File: config.mk
export PLATFORM = sky130hd
export DESIGN_NAME = if_id_skid_reg
export DESIGN_NICKNAME = d
export VERILOG_FILES = /design/src/rtl/if_id_skid_reg.sv
export SDC_FILE = /design/constraint.sdc
export NUM_CORES = 1
export LEC_CHECK = 0
export ABC_AREA = 1
export BUFFER_PORTS_ARGS = -buffer_cell sky130_fd_sc_hd__buf_2
export CORE_MARGIN = 2
export CORE_UTILIZATION = 50
export DETAILED_ROUTE_END_ITERATION = 6
export GPL_TIMING_DRIVEN = 0
export MAX_ROUTING_LAYER = met4
export PLACE_DENSITY = 0.74
export SKIP_CTS_REPAIR_TIMING = 1
export SLEW_MARGIN = 20
export SYNTH_ARGS = -nofsm -noshare
export SYNTH_HDL_FRONTEND = slang
export SYNTH_SLANG_ARGS = --single-unit
File: constraint.sdc
create_clock -name clk -period 2.1 [get_ports clk]
set_input_delay 0.42 -clock clk [delete_from_list [all_inputs] [get_ports clk]]
set_output_delay 0.42 -clock clk [all_outputs]
set_load 0.05 [all_outputs]
File: src/rtl/if_id_skid_reg.sv
// IF/ID boundary register with a 2-entry skid buffer and a saturating stall counter.
// Latency: a word accepted at edge N is on out_npc/out_ir with out_valid=1 right after edge N.
// Backpressure: in_ready drops only when both entries are held; flush empties the buffer at once.
module if_id_skid_reg #(
    parameter int             DW    = 32,
    parameter logic [DW-1:0]  NOP   = {DW{1'b0}},
    parameter int             CNT_W = 16
) (
    input  logic             clk,
    input  logic             rst_n,
    input  logic             flush,
    input  logic             in_valid,
    input  logic [DW-1:0]    in_npc,
    input  logic [DW-1:0]    in_ir,
    output logic             in_ready,
    output logic             out_valid,
    output logic [DW-1:0]    out_npc,
    output logic [DW-1:0]    out_ir,
    input  logic             out_ready,
    output logic [1:0]       occupancy,
    output logic [CNT_W-1:0] stall_cnt
);

    // EMPTY: nothing held; BUSY: main register valid; FULL: main and skid both valid
    typedef enum logic [1:0] {
        EMPTY = 2'd0,
        BUSY  = 2'd1,
        FULL  = 2'd2
    } state_t;

    state_t          state_q;
    state_t          state_d;
    logic [DW-1:0]   skid_npc;
    logic [DW-1:0]   skid_ir;
    logic            accept;
    logic            take;

    assign accept = in_valid & in_ready;
    assign take   = out_valid & out_ready;

    // State register; the handshake outputs decode straight from it so they stay registered
    always_ff @(posedge clk or negedge rst_n) begin
        if (!rst_n) begin
            state_q <= EMPTY;
        end else begin
            state_q <= state_d;
        end
    end

    // Next state; flush overrides any same-cycle accept or take
    always_comb begin
        state_d = state_q;
        if (flush) begin
            state_d = EMPTY;
        end else begin
            case (state_q)
                EMPTY:   if (accept) state_d = BUSY;
                BUSY: begin
                    if (accept && !take)      state_d = FULL;
                    else if (!accept && take) state_d = EMPTY;
                end
                FULL:    if (take) state_d = BUSY;
                default: state_d = EMPTY;
            endcase
        end
    end

    // Handshake and occupancy outputs as a pure decode of the state register
    always_comb begin
        in_ready  = 1'b1;
        out_valid = 1'b0;
        occupancy = 2'd0;
        case (state_q)
            BUSY: begin
                out_valid = 1'b1;
                occupancy = 2'd1;
            end
            FULL: begin
                in_ready  = 1'b0;
                out_valid = 1'b1;
                occupancy = 2'd2;
            end
            default: begin
                in_ready  = 1'b1;
                out_valid = 1'b0;
                occupancy = 2'd0;
            end
        endcase
    end

    // Main (decode-facing) and skid registers; out_npc is left alone when the slot empties
    always_ff @(posedge clk or negedge rst_n) begin
        if (!rst_n) begin
            out_npc  <= '0;
            out_ir   <= NOP;
            skid_npc <= '0;
            skid_ir  <= '0;
        end else if (flush) begin
            out_ir <= NOP;
        end else begin
            case (state_q)
                EMPTY: begin
                    if (accept) begin
                        out_npc <= in_npc;
                        out_ir  <= in_ir;
                    end
                end
                BUSY: begin
                    if (accept && take) begin
                        out_npc <= in_npc;
                        out_ir  <= in_ir;
                    end else if (accept) begin
                        skid_npc <= in_npc;
                        skid_ir  <= in_ir;
                    end else if (take) begin
                        out_ir <= NOP;
                    end
                end
                FULL: begin
                    if (take) begin
                        out_npc <= skid_npc;
                        out_ir  <= skid_ir;
                    end
                end
                default: begin
                    out_ir <= NOP;
                end
            endcase
        end
    end

    // Count cycles where fetch is held off; sticks at all-ones until reset
    always_ff @(posedge clk or negedge rst_n) begin
        if (!rst_n) begin
            stall_cnt <= '0;
        end else if (in_valid && !in_ready && (stall_cnt != {CNT_W{1'b1}})) begin
            stall_cnt <= stall_cnt + CNT_W'(1);
        end
    end

endmodule

* Word-level counts from Yosys, hierarchy flattened
Index checks and enable logic that the tools add are counted.
** Word-level totals
- Flip-flop bits (word level) :: 146
- Bits of input ports :: 69
- Output and inout port bits :: 84
** Operators by class
- Add/sub/neg operators :: 1
- Equal/unequal tests :: 11
- Multiplexer cells :: 20
- Bitwise logic cells :: 4
- Reduce and logical (&&, ||, !) cells :: 14
** Operator list (number)
- $mux W32 :: 9
- $pmux W32 S3 :: 2
- $add A16 B1 Y16 const B :: 1
- $ne A16 B16 Y1 const B :: 1
- $ne A4 B4 Y1 const B :: 3
- $mux W2 :: 5
- $reduce_and A4 Y1 :: 2
- $ne A2 B2 Y1 const B :: 3
- $ne A3 B3 Y1 const B :: 2
- $pmux W2 S3 :: 1
- $logic_and A1 B1 Y1 :: 5
- $reduce_and A5 Y1 :: 1
- $pmux W2 S2 :: 1
- $reduce_and A3 Y1 :: 1
- $reduce_bool A3 Y1 :: 1
- $and A1 B1 Y1 :: 2
- $eq A2 B1 Y1 const B :: 1
- $eq A2 B2 Y1 const B :: 1
- $logic_not A1 Y1 :: 2
- $logic_not A2 Y1 :: 1
- $mux W1 :: 2
- $not A1 Y1 :: 2
- $reduce_or A2 Y1 :: 1

* Logic depth before layout (Yosys ltp)
- Word-level depth :: 9
- Mapped depth :: 11

* Worst setup path after synthesis
Ideal clock, no wire load.
- Kind :: reg2reg
- From :: register state_q[0]
- To :: register out_npc[11]
- Data arrival time :: 1.908 ns
- Required time :: 1.976 ns
- Path slack :: 0.069 ns
- Stages on the path, launching flop included :: 9
- Path buffers :: 3
- Clock period less this slack :: 2.031 ns
- Cells stage by stage :: dfrtp_1 inv_1 ha_1 buf_6 inv_2 buf_4 buf_2 o21ai_0 o21ai_2
** On the way
- Elaborated cells between the ends (all ways) :: 15
- Those cells by class :: 5 x eq/ne; 3 x mux; 2 x bitwise; 5 x reduce/logical
** RTL lines
- from (decl) :: RTL line 31 : state_t state_q;
- from (signal assigned) :: RTL line 46 : state_q <= state_d;
- $eq A2 B2 Y1 (*) :: RTL line 73 : case (state_q)
- $mux W1 (*) :: RTL line 73
- net in_ready :: RTL line 15 : output logic in_ready,
- $and A1 B1 Y1 (*) :: RTL line 38 : assign accept = in_valid & in_ready;
- $logic_and A1 B1 Y1 :: RTL line 109 : if (accept && take) begin
- $ne A2 B2 Y1 (no line)
- $reduce_and A5 Y1 (no line) (*)
- to (signal assigned) :: RTL line 104 : out_npc <= in_npc;
- to (signal assigned) :: RTL line 110 : out_npc <= in_npc;
- to (signal assigned) :: RTL line 121 : out_npc <= skid_npc;
- to (decl) :: RTL line 17 : output logic [DW-1:0] out_npc,
The timed path passes the listed nets; every way through them passes the cells marked *.
A chain may end at the register's enable or synchronous reset.

* Worst setup path in the final report
- From :: register state_q[0]
- To :: output port in_ready
** On the way
- Cells in the longest elaborated chain, start to end :: 2
** RTL lines (RTL line)
- $eq A2 B2 Y1 :: 73
- $mux W1 :: 73
- to (decl) :: 15
Every way passes these cells.

==> impl_metrics.yaml <==
detailed_routing:
  avgRoutedWirePerCell_um: 13.6
  vias: 6089
  finalWirelength_um: 16900
  dr.first_iter.drc_count: 357
  antenna_left: 0
  avgViaCountPerCell: 4.90
  firstDrtPassIters: 5
  drc_errors: 0
clocking:
  cts_tree: "yes"
  cts_made_buffers: 17
  clock-sinks: 146
  clk_path_buf_depth: 2
  ctsHtreeMaxLevel: 4
  clock_latency_ns: 0.42
  clk_pin_slew_ns: 0.06
  cts-root-buf: "clkbuf_16"
synth:
  yosysTopAreaCell: "dfrtp_1"
  async_flop_share_pct: 100
  syn_nets: 938
  ys_top_cells_by_count: "385 x nand2_1, 146 x dfrtp_1, 81 x inv_1"
  synth-seq-cells: 146
  ys_types: 32
  synth_flop_cell: "dfrtp_1"
  avgSynthCellArea_um2: 8.07
  ys_top_cells_by_area: "dfrtp_1 52%, nand2_1 21%, inv_1 4.4%, o21ai_1 4.2%, o21ai_0 3.9%"
  seq_area_frac_synth_pct: 52.4
  ys_warn_count: 0
  yosysMostFrequentCell: "nand2_1"
  synth.top_cell.area_share_pct: 52.4
  netlist_area_mm2: 0.00697
  synth-edff-count: 0
  syn_inst: 864
floorplanning:
  dieWidth_um: 122
  core_mm2: 0.0138
  dieArea_mm2: 0.0149
  initial_core_util_pct: 50.6
  die_h_um: 122
  rows: 43
  io_pins: 153
critical_path:
  cp_max_fo: 7
  cp-start-kind: "register"
  path_cells: "inv_2 > ha_4 > buf_6 > inv_2 > buf_6 > buf_8 > buf_8"
  required_ns: 1.68
  rr_startpoint: "state_q[0]"
  cpPeakStageDelay_ns: 0.40
  worst_path_max_delay_cell: "dfrtp_1"
  cp-end-kind: "output pin"
  crit_start: "state_q[0]"
  r2r_cells: 10
  cp_data_arrival_time_ns: 1.63
  crit_type: "register to output pin"
global_routing:
  grt.overflow.total: 0
  track_usage_pct: 24.6
  grt_max_degree: 86
  antenna_found_initial: 2
  grt_pass1_vias: 5705
  grt_pass1_wl_um: 27600
timing:
  holdWs_ns: 0.237
  maxSlewHeadroom_pct: 67.2
  hold_violations: 0
  setup_viol: 0
  setup_ws_ns: 0.0479
  finClkSkew_ns: 0.00634
  max_slew.worst_pin.slew_ns: 0.493
  period_needed_ns: 2.05
  final.period_utilization_pct: 97.7
  final_max_slew_viol_count: 0
  fmax_mhz: 487
power:
  ir_drop_uv: 824
  leakagePower_nw: 4.91
  power-per-cell-area_mw_per_mm2: 1630
worst_hold_path:
  min_path_type: "input port to register"
  worstHoldPathCells: 3
  worstHoldStart: "in_ir[25]"
flow_run:
  drv_cap: 0
cells_and_area:
  final_core_util_pct: 64.0
  nets: 1121
  area_growth_pct: 26.5
  layout-drive-gt1-share_pct: 26.2
  multi_input_area_mm2: 0.00273
  fillCellCount: 1178
  seq_area_mm2: 0.00365
place:
  post-dp-hpwl_um: 11600
  gp_congestion: 0.844
  io_buffer_count: 152
  place_ws_ns: 0.0794
outcome:
  outcome: "finished clean"
## critical path: cells and delay by family, from the launching register on
kind                     cells  cell delay (ns)
flip-flops                   1             0.40
adder cells (fa/ha/maj)      1             0.14
buffers and inverters        6             0.67
## power breakdown
part / switching (W) / internal, W
clock network: 0.00119 / 0.00233
logic: 0.00446 / 0.00169
registers: 0.000672 / 0.00400
total: 0.00632 / 0.00802
## metal layers
layer	vias up	GRT usage (%)	routed length (um)
met2	141	37.9	8030
li1	3057	-	-
met3	32	5.20	713
met4	0	9.41	402
met1	2859	32.1	7760
met5	-	-	0
## registers in the layout (all words and copies together) (netlist names)
| name | flops |
|---|---|
| out_ir | 32 |
| skid_ir | 32 |
| stall_cnt | 16 |
| out_npc | 32 |
| skid_npc | 32 |
| state_q | 2 |
## layout make-up
cell class                      instances  share of cell area (%)
Antenna cell                            2                  0.0568
Buffer                                 43                    3.39
Clock buffer                           20                    5.30
Clock inverter                         12                    2.57
Inverter                               83                    3.53
Multi-Input combinational cell        592                    31.0
Sequential cell                       146                    41.5
Tap cell                              180                    2.56
Timing Repair Buffer                  164                    10.1
## cell families (layout without fill, tap and decap cells)
logic type	after synthesis	after routing	share of synthesized area (%)
simple gates	436	436	24.9
flops	146	146	52.4
compound gates	144	144	12.3
buf+inv	126	322	8.56
xor+xnor	6	6	0.754
fa+ha+maj	5	5	0.898
mux	1	1	0.162
other cells	0	2	0
## final timing paths
check                                    to  slack [ns]
worst max-delay path               in_ready        0.05
max in group asynchronous        state_q[1]        0.79
min in group asynchronous       out_npc[19]        0.52
worst min register to register  out_npc[16]        0.47
worst max register to register  out_npc[10]        0.22
worst min-delay path            skid_ir[25]        0.24
## per-stage QoR
stage | instance area (um2) | TNS, ns | instances | power (W)
after global placement | 7960 | -229.29 | 1196 | 0.0106
final | 8810 | 0 | 1242 | 0.0143
after floorplan | 6970 | 0 | 864 | 0.00924
after global routing | 8810 | -0.0227 | 1242 | 0.0152
after detailed placement | 7990 | 0 | 1197 | 0.0108
after CTS | 8690 | -0.383 | 1229 | 0.0143
## cell usage in the layout (no fill, tap or decap), drive strengths merged
| master | instances |
|---|---|
| nor2 | 26 |
| clkbuf | 26 |
| xor2 | 2 |
| xnor2 | 4 |
| o211ai | 1 |
| nand3b | 1 |
| inv | 84 |
| dlygate4sd3 | 1 |
| mux2 | 1 |
| nand3 | 13 |
| o21ai | 142 |
| and2 | 1 |
| ha | 5 |
| nor3 | 1 |
| or2 | 1 |
| nand4 | 6 |
| clkinv | 3 |
| dfrtp | 146 |
| bufinv | 6 |
| nand2 | 387 |
| o21bai | 1 |
| buf | 200 |
| diode | 2 |
| clkinvlp | 2 |
(Power assumes the default switching activity.)
